File: config.mk
export PLATFORM = sky130hd
export DESIGN_NAME = fifo_read_packer
export DESIGN_NICKNAME = d
export VERILOG_FILES = /design/src/rtl/fifo_read_packer.sv
export SDC_FILE = /design/constraint.sdc
export NUM_CORES = 1
export LEC_CHECK = 0
export CAP_MARGIN = 10
export CORE_UTILIZATION = 35
export DETAILED_ROUTE_END_ITERATION = 6
export GPL_ROUTABILITY_DRIVEN = 0
export PLACE_DENSITY = 0.54
export SLEW_MARGIN = 30
export SYNTH_ARGS = -nofsm -noshare
export SYNTH_HDL_FRONTEND = slang
export SYNTH_HIERARCHICAL = 1
export SYNTH_SLANG_ARGS = --single-unit
File: constraint.sdc
create_clock -name read_clk -period 5.7 [get_ports read_clk]
set_clock_uncertainty 0.2 [all_clocks]
set_input_delay 1.14 -clock read_clk [delete_from_list [all_inputs] [get_ports read_clk]]
set_output_delay 1.14 -clock read_clk [all_outputs]
set_load 0.005 [all_outputs]
File: src/rtl/fifo_read_packer.sv
// fifo_read_packer: read-side consumer of the byte FIFO. Pulls 8-bit entries,
// packs them little-endian into BYTES_PER_WORD-byte words, and presents them on
// a valid/ready port. A flush forces out a partial word with a byte-keep mask.

// One accumulator byte lane.
module fifo_read_packer_lane #(
  parameter int DATA_W = 8
) (
  input  logic              read_clk,
  input  logic              reset,
  input  logic              wr_en,
  input  logic              clr,
  input  logic [DATA_W-1:0] wr_data,
  output logic [DATA_W-1:0] lane_fill
);
  logic [DATA_W-1:0] lane_q, lane_d;

  // Lane value including a byte landing this cycle; cleared once it moves to the output slot
  always_comb begin
    lane_fill = wr_en ? wr_data : lane_q;
    lane_d    = clr ? '0 : lane_fill;
  end

  // Lane storage
  always_ff @(posedge read_clk) begin
    if (reset) lane_q <= '0;
    else       lane_q <= lane_d;
  end
endmodule

module fifo_read_packer #(
  parameter int BYTES_PER_WORD = 4,
  parameter int DATA_W         = 8
) (
  input  logic                             read_clk,
  input  logic                             reset,
  input  logic                             fifo_empty,
  input  logic [DATA_W-1:0]                fifo_read_data,
  output logic                             fifo_read_enable,
  input  logic                             flush,
  output logic [DATA_W*BYTES_PER_WORD-1:0] word_data,
  output logic [BYTES_PER_WORD-1:0]        word_keep,
  output logic                             word_valid,
  input  logic                             word_ready,
  output logic                             flush_done
);
  localparam int BPW   = BYTES_PER_WORD;
  localparam int CNT_W = $clog2(BPW) + 1;
  localparam logic [CNT_W-1:0] FULL = CNT_W'(BPW);

  logic [CNT_W-1:0]                acc_cnt_q, acc_cnt_d;
  logic                            rd_pending_q, rd_pending_d;
  logic                            flush_pending_q, flush_pending_d;
  logic [BPW-1:0][DATA_W-1:0]      word_data_q, word_data_d;
  logic [BPW-1:0]                  word_keep_q, word_keep_d;
  logic                            word_valid_q, word_valid_d;
  logic                            flush_done_q, flush_done_d;

  logic [BPW-1:0][DATA_W-1:0]      acc_fill;
  logic [BPW-1:0]                  lane_we, fill_keep;
  logic [CNT_W-1:0]                fill_cnt;
  logic                            slot_free, fill_full, flush_fire, load;

  // Accumulator lanes; the byte returned by an accepted read lands in lane acc_cnt
  for (genvar g = 0; g < BPW; g++) begin : g_lane
    fifo_read_packer_lane #(.DATA_W(DATA_W)) u_lane (
      .read_clk  (read_clk),
      .reset     (reset),
      .wr_en     (lane_we[g]),
      .clr       (load),
      .wr_data   (fifo_read_data),
      .lane_fill (acc_fill[g])
    );
  end

  // Read issue, word load, flush completion and next-state for all control flops
  always_comb begin
    slot_free  = !word_valid_q || word_ready;
    // Byte count as it will be after this edge's in-flight byte lands
    fill_cnt   = acc_cnt_q + CNT_W'(rd_pending_q);
    fill_full  = (fill_cnt == FULL);
    // Flush waits for the in-flight byte and a free slot
    flush_fire = flush_pending_q && !rd_pending_q && slot_free;
    load       = (fill_full && slot_free) || (flush_fire && (acc_cnt_q != '0));
    fifo_read_enable = !fifo_empty && !flush_pending_q && (fill_cnt < FULL);
    for (int i = 0; i < BPW; i++) begin
      lane_we[i]   = rd_pending_q && (acc_cnt_q == CNT_W'(i));
      fill_keep[i] = (CNT_W'(i) < fill_cnt);
    end
    acc_cnt_d       = load ? '0 : fill_cnt;
    rd_pending_d    = fifo_read_enable;
    // A flush seen while one is already pending is dropped
    flush_pending_d = flush_pending_q ? !flush_fire : flush;
    word_valid_d    = load || (word_valid_q && !word_ready);
    word_data_d     = load ? acc_fill  : word_data_q;
    word_keep_d     = load ? fill_keep : word_keep_q;
    flush_done_d    = flush_fire;
  end

  // Control and output registers
  always_ff @(posedge read_clk) begin
    if (reset) begin
      acc_cnt_q       <= '0;
      rd_pending_q    <= 1'b0;
      flush_pending_q <= 1'b0;
      word_data_q     <= '0;
      word_keep_q     <= '0;
      word_valid_q    <= 1'b0;
      flush_done_q    <= 1'b0;
    end else begin
      acc_cnt_q       <= acc_cnt_d;
      rd_pending_q    <= rd_pending_d;
      flush_pending_q <= flush_pending_d;
      word_data_q     <= word_data_d;
      word_keep_q     <= word_keep_d;
      word_valid_q    <= word_valid_d;
      flush_done_q    <= flush_done_d;
    end
  end

  assign word_data  = word_data_q;
  assign word_keep  = word_keep_q;
  assign word_valid = word_valid_q;
  assign flush_done = flush_done_q;
endmodule

==> key figures, run 1 <==
Outcome
  • Status: completed

Global route
  • Pin count of the biggest net entering global routing: 80
  • Vias in the first global route: ~2100
  • Global-route wire length before repair: 10900 um
  • Initial antenna violation count: 0
  • Congestion Overflow GR: 0
  • Gr usage total: ~14%

Worst setup path
  • Critical Path Fanout Max: 2
  • Max incr delay on CP: approximately 0.53 ns
  • Worst R2R Start: acc_cnt_q[0]
  • Worst R2R Setup Slack: approximately 2.7 ns
  • Crit path depth: 3
  • Worst path most repeated cell: clkdlybuf4s50_1
  • Critical Path AT: around 2.3 ns
  • CP max-delay cell: clkdlybuf4s50_1
  • Reg-to-reg endpoint: g_lane[2].u_lane/lane_q[3]
  • Largest delay contributor family on the critical path: buffers and inverters
  • Endpoint class of the critical path: output port
  • Worst setup path category: input port to output port
  • Worst endpoint required time: 4.36 ns
  • Critical Path Start Type: input port
  • Worst r2r path cells: 9
  • WP buf/inv: 2
  • Crit-path cells: clkdlybuf4s50_1 -> nor3_1 -> clkdlybuf4s50_1

Worst hold path
  • Worst min-delay path category: flip-flop to flip-flop
  • Hold EP: word_keep[2]
  • Hold path start: word_keep[2]
  • Hold path cells: 2

Timing
  • Slew Limit Fails: 0
  • Final setup TNS: 0 ns
  • Max Freq: 0.278 GHz
  • Worst-Margin Slew: ~0.63 ns
  • Final setup vio count: 0
  • Slew HR: 57.7%
  • Final worst path period share: 63.1%
  • Tmin final: between 3 and 4 ns
  • RSZ-0062 raised after global routing: false
  • Final Hold Viols: 0

Clock tree
  • Hold buffer count at CTS: 0
  • CTS sink cnt: 75
  • Root Driver: clkbuf_8
  • H-tree depth: 3
  • Setup bufs post-CTS: 0
  • CTS tree: built
  • Clock Latency Late Sink: roughly 0.35 ns
  • Post-CTS Resized: 0
  • CTS buffer count: 9
  • Clock transition at path regs: 0.09 ns
  • Max Root-Sink Buffers: 2

Die
  • Die width: 101 um
  • Full die area: between 10000 and 15000 um^2
  • Num ports: between 50 and 60
  • Die Y-Extent: slightly above 100 um
  • Starting Density: between 30% and 40%
  • Core box area: approximately 9300 um^2
  • Placement Rows: 35

Layout
  • Most common cell after layout, fill and taps aside: dfxtp_1
  • Nets: between 300 and 400
  • Synth-to-layout area growth: 21.9%
  • Util after Layout: ~44%
  • Layout cells sized above 1: ~19%
  • Most frequent cells in the layout: 75 x dfxtp_1, 65 x nand2b_1, 50 x clkdlybuf4s50_1
  • Non-Filler Instances: around 480
  • Fill cells: roughly 920
  • Diode count: 0

Placed design
  • Post-DP HPWL: about 4200 um
  • Placed cell count: between 400 and 500
  • I/O Buffers: 51

Routing
  • Post-Route WL: 6500 um
  • Avg WL per Cell: roughly 14 um
  • DR DRC count: 0
  • TritonRoute pass-1 iters: 4
  • Mean number of vias per cell: ~4.4
  • Final ANT Viol Nets: 0
  • DR iter-0 viols: 56
  • Vias: 2105

Power
  • Sw Ratio: between 20% and 30%
  • Int Power: around 790 uW
  • Reg power frac: between 50% and 60%
  • Final Power: 1.03 mW
  • Clk pwr share: 39.8%
  • Psw: ~240 uW
  • Leakage: between 1.5 and 2 nW
  • Maximum vdd drop: between 0.1 and 0.15 mV
  • Comb pwr share: 8.3%
  • Pwr Density: between 200 and 250 nW/um^2

Yosys
  • Post-synthesis adder-cell area fraction: less than 1%
  • Synthesized area: 3400 um^2
  • Main combinational cell family by area after synthesis: simple AND/OR/NAND/NOR gates
  • XOR/XNOR share of the synthesized area: less than 1%
  • Syn Inst Count: 300
  • Cell variety after synth: 32
  • Ys Warns: 6
  • Mux contribution to synthesized area: 23.5%
  • Top cell type's share of synthesized area: between 40% and 50%
  • Post-synthesis area per instance: approximately 11 um^2
  • Post-Synth Simple-Gate Area: 23.5%
  • Synth Area in Compound Gates: 2.28%
  • Sequential share of the synthesized area: between 40% and 50%
  • Leading area contributor after synthesis: dfxtp_1
  • Area contributors post-synth: dfxtp_1 44%, mux2_4 14%, nand2b_1 12%
  • Syn Nets: 315
  • Seq cells post-synth: 75

Flow run
  • MaxCap Viol Count: 0
[area by class of cell]
cell class	instances	area (um^2)	area share, %
clock buffer	11	141	3.41
inverter	6	22.5	0.543
timing repair buffer	55	538	13.0
sequential	75	1500	36.2
clock inverter	5	52.6	1.27
tap	129	161	3.89
multi-input combinational	197	1730	41.8
[sequential cells by signal (all words and copies together), names as in the netlist]
| register | flops |
|---|---|
| acc_cnt_q | 3 |
| flush_done | 1 |
| flush_pending_q | 1 |
| g_lane.u_lane/lane_q | 32 |
| rd_pending_q | 1 |
| word_data | 32 |
| word_keep | 4 |
| word_valid | 1 |
[layer usage]
layer / GRT usage [%] / part of all wire, % / up-vias
met5: 0 / 0 / -
met4: 4.68 / 1.4 / 0
met3: 4.58 / 2.8 / 7
met2: 21.5 / 45 / 32
met1: 19.4 / 51 / 992
li1: - / - / 1074
[cell families after synthesis]
kind of cell    after synthesis
buf+inv                      28
flops                        75
compound gates                9
fa+ha+maj                     2
xor+xnor                      1
simple gates                121
mux                          64
[worst max path at each step]
stage	to	startpoint
finish	fifo_read_enable	fifo_empty
global route	g_lane[2].u_lane/lane_q[0]	word_ready
CTS	fifo_read_enable	fifo_empty
detailed placement	g_lane[2].u_lane/lane_q[0]	word_ready
global placement	g_lane[2].u_lane/lane_q[7]	word_ready
floorplan	g_lane[0].u_lane/lane_q[0]	word_ready
[worst register-to-register path: stages (launching register included)]
cell	delay, ns
dfxtp_1	0.39
ha_1	0.23
ha_1	0.31
nor2_1	0.08
nand4b_1	0.10
and3_2	0.37
buf_4	0.50
inv_1	0.15
or2_2	0.43
nor2b_1	0.15
[power groups by stage]
| stage | Clock, mW | Combinational [mW] | Sequential (mW) |
|---|---|---|---|
| floorplan | 0 | 0.0618 | 0.548 |
| global placement | 0 | 0.0873 | 0.549 |
| detailed placement | 0 | 0.0872 | 0.549 |
| CTS | 0.424 | 0.0877 | 0.537 |
| global route | 0.445 | 0.0940 | 0.538 |
| finish | 0.412 | 0.0858 | 0.537 |
[synth_stat cells]
| master | n |
|---|---|
| and3_1 | 1 |
| and3b_1 | 2 |
| buf_6 | 9 |
| clkbuf_1 | 8 |
| a211oi_1 | 2 |
| and2b_2 | 1 |
| ha_1 | 2 |
| a21oi_1 | 2 |
| nand2b_1 | 65 |
| dfxtp_1 | 75 |
| nor4_1 | 1 |
| mux2i_1 | 32 |
| nor4b_1 | 1 |
| nor3_1 | 1 |
| buf_2 | 4 |
| or2_2 | 4 |
| nor3b_2 | 1 |
| nor2b_4 | 4 |
| nor4bb_1 | 2 |
| and4b_1 | 1 |
| o311ai_1 | 1 |
| nand2_1 | 3 |
| a221oi_2 | 2 |
| buf_8 | 1 |
| mux2_4 | 32 |
| xor2_1 | 1 |
| nand4b_1 | 2 |
| nor2_1 | 4 |
| nor2b_1 | 28 |
| inv_1 | 6 |
| a221oi_1 | 1 |
| o21ai_0 | 1 |
[per-stage QoR]
step	instance area (um^2)	hold slack [ns]	setup slack, ns
finish	4150	0.265	2.10
global placement	3950	0.253	1.94
global route	4150	0.293	2.05
detailed placement	3960	0.252	1.88
floorplan	3400	0.239	2.96
CTS	4150	0.271	2.09
No activity file was read; power rests on OpenSTA's default activity.
==> run 2, diff against run 1 <==
--- a/config.mk
+++ b/config.mk
@@ -9,7 +9,7 @@
 export CORE_UTILIZATION = 35
 export DETAILED_ROUTE_END_ITERATION = 6
 export GPL_ROUTABILITY_DRIVEN = 0
-export PLACE_DENSITY = 0.54
+export PLACE_DENSITY = 0.56
 export SLEW_MARGIN = 30
 export SYNTH_ARGS = -nofsm -noshare
 export SYNTH_HDL_FRONTEND = slang
==> constraint.sdc (replaced) <==
create_clock -name read_clk -period 3.3 [get_ports read_clk]
set_clock_uncertainty 0.2 [all_clocks]
set_input_delay 0.66 -clock read_clk [delete_from_list [all_inputs] [get_ports read_clk]]
set_output_delay 0.66 -clock read_clk [all_outputs]
set_load 0.005 [all_outputs]
==> key figures, run 2 (synthesis results as in run 1) <==
Outcome
  • Status: completed

Layout
  • Most frequent cells in the layout: 75 x dfxtp_1, 65 x nand2b_1, 50 x clkdlybuf4s50_1
  • Fill cells: ~900
  • Most common cell after layout, fill and taps aside: dfxtp_1
  • Synth-to-layout area growth: 21.5%
  • Layout cells sized above 1: between 15 and 20%
  • Nets: around 360
  • Diode count: 0
  • Non-Filler Instances: between 400 and 500

Die
  • Placement Rows: 35
  • Core box area: ~9300 um^2
  • Starting Density: between 30 and 40%
  • Die Y-Extent: approximately 100 um
  • Full die area: just over 10000 um^2
  • Num ports: 52
  • Die width: ~100 um

Routing
  • Vias: roughly 2100
  • Final ANT Viol Nets: 0
  • DR DRC count: 0
  • Mean number of vias per cell: 4.47
  • Post-Route WL: around 6500 um
  • Avg WL per Cell: between 10 and 15 um
  • TritonRoute pass-1 iters: 4
  • DR iter-0 viols: 39

Worst setup path
  • Critical Path Start Type: flip-flop
  • Worst setup path category: flip-flop to output port
  • Critical Path AT: 2.04 ns
  • Worst endpoint required time: 2.44 ns
  • Critical Path Fanout Max: 7
  • Worst R2R Start: acc_cnt_q[0]
  • Endpoint class of the critical path: output port
  • Worst r2r path cells: 8
  • Worst R2R Setup Slack: 0.98 ns
  • Reg-to-reg endpoint: g_lane[2].u_lane/lane_q[0]

Placed design
  • Placed cell count: between 400 and 500
  • Post-DP HPWL: approximately 4400 um
  • I/O Buffers: 51

Timing
  • Final Hold Viols: 0
  • Tmin final: just under 3 ns
  • Slew HR: approximately 61%
  • RSZ-0062 raised after global routing: false
  • Fin Hold WS: 0.267 ns
  • Final setup vio count: 0
  • Slew Limit Fails: 0
  • Worst-Margin Slew: 0.590 ns
  • Max Freq: around 0.34 GHz
  • Final worst path period share: a little under 90%
  • Final setup TNS: 0 ns

Power
  • Final Power: 1.69 mW
  • Maximum vdd drop: about 0.15 mV
  • Leakage: between 1.5 and 2 nW
  • Pwr Density: just over 400 nW/um^2

Global route
  • Global-route wire length before repair: between 10000 and 15000 um
  • Vias in the first global route: ~2100
  • Initial antenna violation count: 0
  • Congestion Overflow GR: 0
  • Pin count of the biggest net entering global routing: 30
  • Gr usage total: ~14%

Clock tree
  • CTS buffer count: 9
  • Root Driver: clkbuf_8
  • CTS sink cnt: 75
  • Hold buffer count at CTS: 0
  • Clock Latency Late Sink: about 0.34 ns
  • CTS tree: built
  • Setup bufs post-CTS: 0
  • Max Root-Sink Buffers: 2
  • Post-CTS Resized: 0
  • Clock transition at path regs: about 0.080 ns
  • H-tree depth: 3

Flow run
  • MaxCap Viol Count: 0

Worst hold path
  • Hold EP: word_keep[1]
  • Hold path start: word_keep[1]
  • Hold path cells: 2
  • Worst min-delay path category: flip-flop to flip-flop
run 2: metal layers:
layer  share of wire [%]  routed length [um]  GRT usage [%]
met3                 2.9                 191           3.47
met2                  44                2870           21.6
met5                   0                   0              0
met4                 1.7                 111           6.02
met1                  51                3330           18.8
run 2: stage by stage:
stage               worst slack, ns  cell area, um^2  utilization [%]
floorplan                      1.04             3400                -
CTS                           0.373             4140             44.3
global placement              0.667             3980             42.6
finish                        0.397             4140             44.3
global route                  0.219             4140             44.3
detailed placement            0.629             3980             42.6
run 2: worst max-delay path, cell delays in order, from the launching register on:
cell and delay [ns]:
dfxtp_1 0.38, ha_1 0.23, ha_1 0.23, xor2_1 0.19
nor3_1 0.16, clkdlybuf4s50_1 0.52
run 2: power by group:
part	internal (mW)	switching [mW]	total, mW
clock network	0.287	0.329	0.615
registers	0.919	0.00855	0.927
logic	0.0818	0.0685	0.150
total	1.29	0.406	1.69
run 2: how the worst max path moves through the flow:
stage	cells after the start	to	slack (ns)	start
3_3_place_gp	7	g_lane[2].u_lane/lane_q[4]	0.67	word_ready
2_1_floorplan	9	g_lane[0].u_lane/lane_q[0]	1.04	word_ready
6_report	5	fifo_read_enable	0.40	acc_cnt_q[0]
3_5_place_dp	7	g_lane[1].u_lane/lane_q[0]	0.63	word_ready
4_1_cts	5	fifo_read_enable	0.37	acc_cnt_q[0]
5_1_grt	5	fifo_read_enable	0.22	acc_cnt_q[0]
run 2: cell type report:
type	instances	area, um^2	share of cell area, %
timing repair buffer	58	558	13.5
clock inverter	3	15.0	0.363
sequential	75	1500	36.3
clock buffer	12	145	3.51
inverter	6	22.5	0.544
tap	129	161	3.90
multi-input combinational	197	1730	41.9
==> run 3, diff against run 2 <==
--- a/config.mk
+++ b/config.mk
@@ -6,10 +6,12 @@
 export NUM_CORES = 1
 export LEC_CHECK = 0
 export CAP_MARGIN = 10
-export CORE_UTILIZATION = 35
+export CELL_PAD_IN_SITES_DETAIL_PLACEMENT = 0
+export CELL_PAD_IN_SITES_GLOBAL_PLACEMENT = 2
+export CORE_UTILIZATION = 32
 export DETAILED_ROUTE_END_ITERATION = 6
 export GPL_ROUTABILITY_DRIVEN = 0
-export PLACE_DENSITY = 0.56
+export PLACE_DENSITY = 0.74
 export SLEW_MARGIN = 30
 export SYNTH_ARGS = -nofsm -noshare
 export SYNTH_HDL_FRONTEND = slang
==> key figures, run 3 (synthesis results as in run 1) <==
Timing
  • Final setup TNS: 0 ns
  • Slew Limit Fails: 0
  • Final setup vio count: 0
  • Tmin final: ~2.9 ns
  • Final setup margin: ~0.40 ns
  • RSZ-0062 raised after global routing: false
  • Max Freq: around 0.35 GHz
  • Final Hold Viols: 0
  • Slew HR: 58.8%
  • Worst-Margin Slew: between 0.6 and 0.7 ns
  • Final worst path period share: between 80% and 90%

Clock tree
  • Max Root-Sink Buffers: 2
  • Root Driver: clkbuf_8
  • Post-CTS Resized: 0
  • CTS sink cnt: between 70 and 80
  • CTS buffer count: 9
  • Clock Latency Late Sink: roughly 0.34 ns
  • Setup bufs post-CTS: 0
  • Hold buffer count at CTS: 0
  • CTS tree: built
  • Clock transition at path regs: roughly 0.070 ns
  • H-tree depth: 3

Routing
  • DR DRC count: 0
  • Final ANT Viol Nets: 0
  • Avg WL per Cell: about 14 um
  • TritonRoute pass-1 iters: 4
  • Vias: 2121
  • Met2 wire len: around 3000 um
  • DR top layer: met4
  • Met3 WL: 183 um
  • DR iter-0 viols: 70
  • Mean number of vias per cell: around 4.3
  • Post-Route WL: approximately 6600 um
  • M1 WL: ~3400 um

Power
  • Reg power frac: 55.4%
  • Pwr Density: just over 400 nW/um^2
  • Clk pwr share: between 30% and 40%
  • Int Power: 1.27 mW
  • Sw Ratio: 24.4%
  • Psw: approximately 400 uW
  • Comb pwr share: 9.1%
  • Final Power: 1.68 mW
  • Maximum vdd drop: between 0.15 and 0.2 mV
  • Leakage: around 1.7 nW

Global route
  • Global-route wire length before repair: about 11000 um
  • Initial antenna violation count: 0
  • Vias in the first global route: between 2000 and 2500
  • Congestion Overflow GR: 0
  • Pin count of the biggest net entering global routing: between 40 and 50
  • Gr usage total: roughly 13%

Die
  • Die Y-Extent: ~110 um
  • Full die area: 11100 um^2
  • Placement Rows: 37
  • Core box area: ~10000 um^2
  • Starting Density: approximately a third
  • Die width: 105 um
  • Num ports: 52

Worst setup path
  • Worst setup path category: flip-flop to output port
  • Worst endpoint required time: 2.44 ns
  • Critical Path Fanout Max: 7
  • Endpoint class of the critical path: output port
  • Critical Path AT: 2.04 ns
  • Critical Path Start Type: flip-flop

Outcome
  • Status: completed

Worst hold path
  • Worst min-delay path category: flip-flop to flip-flop

Layout
  • Synth-to-layout area growth: 22.0%
  • Non-Filler Instances: a little under 500
  • Diode count: 0
  • Most frequent cells in the layout: 75 x dfxtp_1, 65 x nand2b_1, 50 x clkdlybuf4s50_1
  • Util after Layout: 40.2%
  • Most common cell after layout, fill and taps aside: dfxtp_1
  • Layout cells sized above 1: between 20% and 30%
  • Nets: about 360

Placed design
  • I/O Buffers: 51
  • Pre-CTS setup slack: 0.659 ns
  • Placed cell count: between 400 and 500
  • Post-DP HPWL: between 4000 and 5000 um

Flow run
  • MaxCap Viol Count: 0
-- run 3: path summary, 6_finish.rpt --
path	start	to	slack, ns	cells past startpoint
max	acc_cnt_q[0]	fifo_read_enable	0.40	5
min	word_keep[3]	word_keep[3]	0.26	2
max reg2reg	acc_cnt_q[0]	word_keep[1]	0.99	7
min reg2reg	word_keep[3]	word_keep[3]	0.26	2
-- run 3: layer usage --
layer,vias up,GRT usage [%]
met2,38,20.1
met5,-,0
met3,13,2.31
li1,1086,-
met4,0,6.94
met1,984,18.5
-- run 3: power by group through the flow --
stage	clock, mW	combinational [mW]	sequential [mW]
3_3_place_gp	0	0.155	0.949
6_report	0.596	0.152	0.928
5_1_grt	0.665	0.167	0.930
2_1_floorplan	0	0.107	0.947
3_5_place_dp	0	0.155	0.949
4_1_cts	0.630	0.156	0.928
-- run 3: through the flow --
step,hold slack (ns),cell area (um^2)
after floorplan,0.239,3400
after global placement,0.250,3990
after global routing,0.281,4150
after CTS,0.266,4150
after detailed placement,0.255,3990
final,0.258,4150
-- run 3: layout make-up --
class                   instances  area (um^2)
fillers                      1061         6170
repair buffers                 59          566
well taps                     136          170
flip-flops and latches         75         1500
inverters                       6         22.5
multi-input cells             197         1730
clock inverters                 6         32.5
clock buffers                  10          128
-- run 3: critical path: stages (launching register included) --
cell and delay [ns]:
dfxtp_1 0.39, ha_1 0.23, ha_1 0.23, xor2_1 0.18, nor3_1 0.15, clkdlybuf4s50_1 0.53
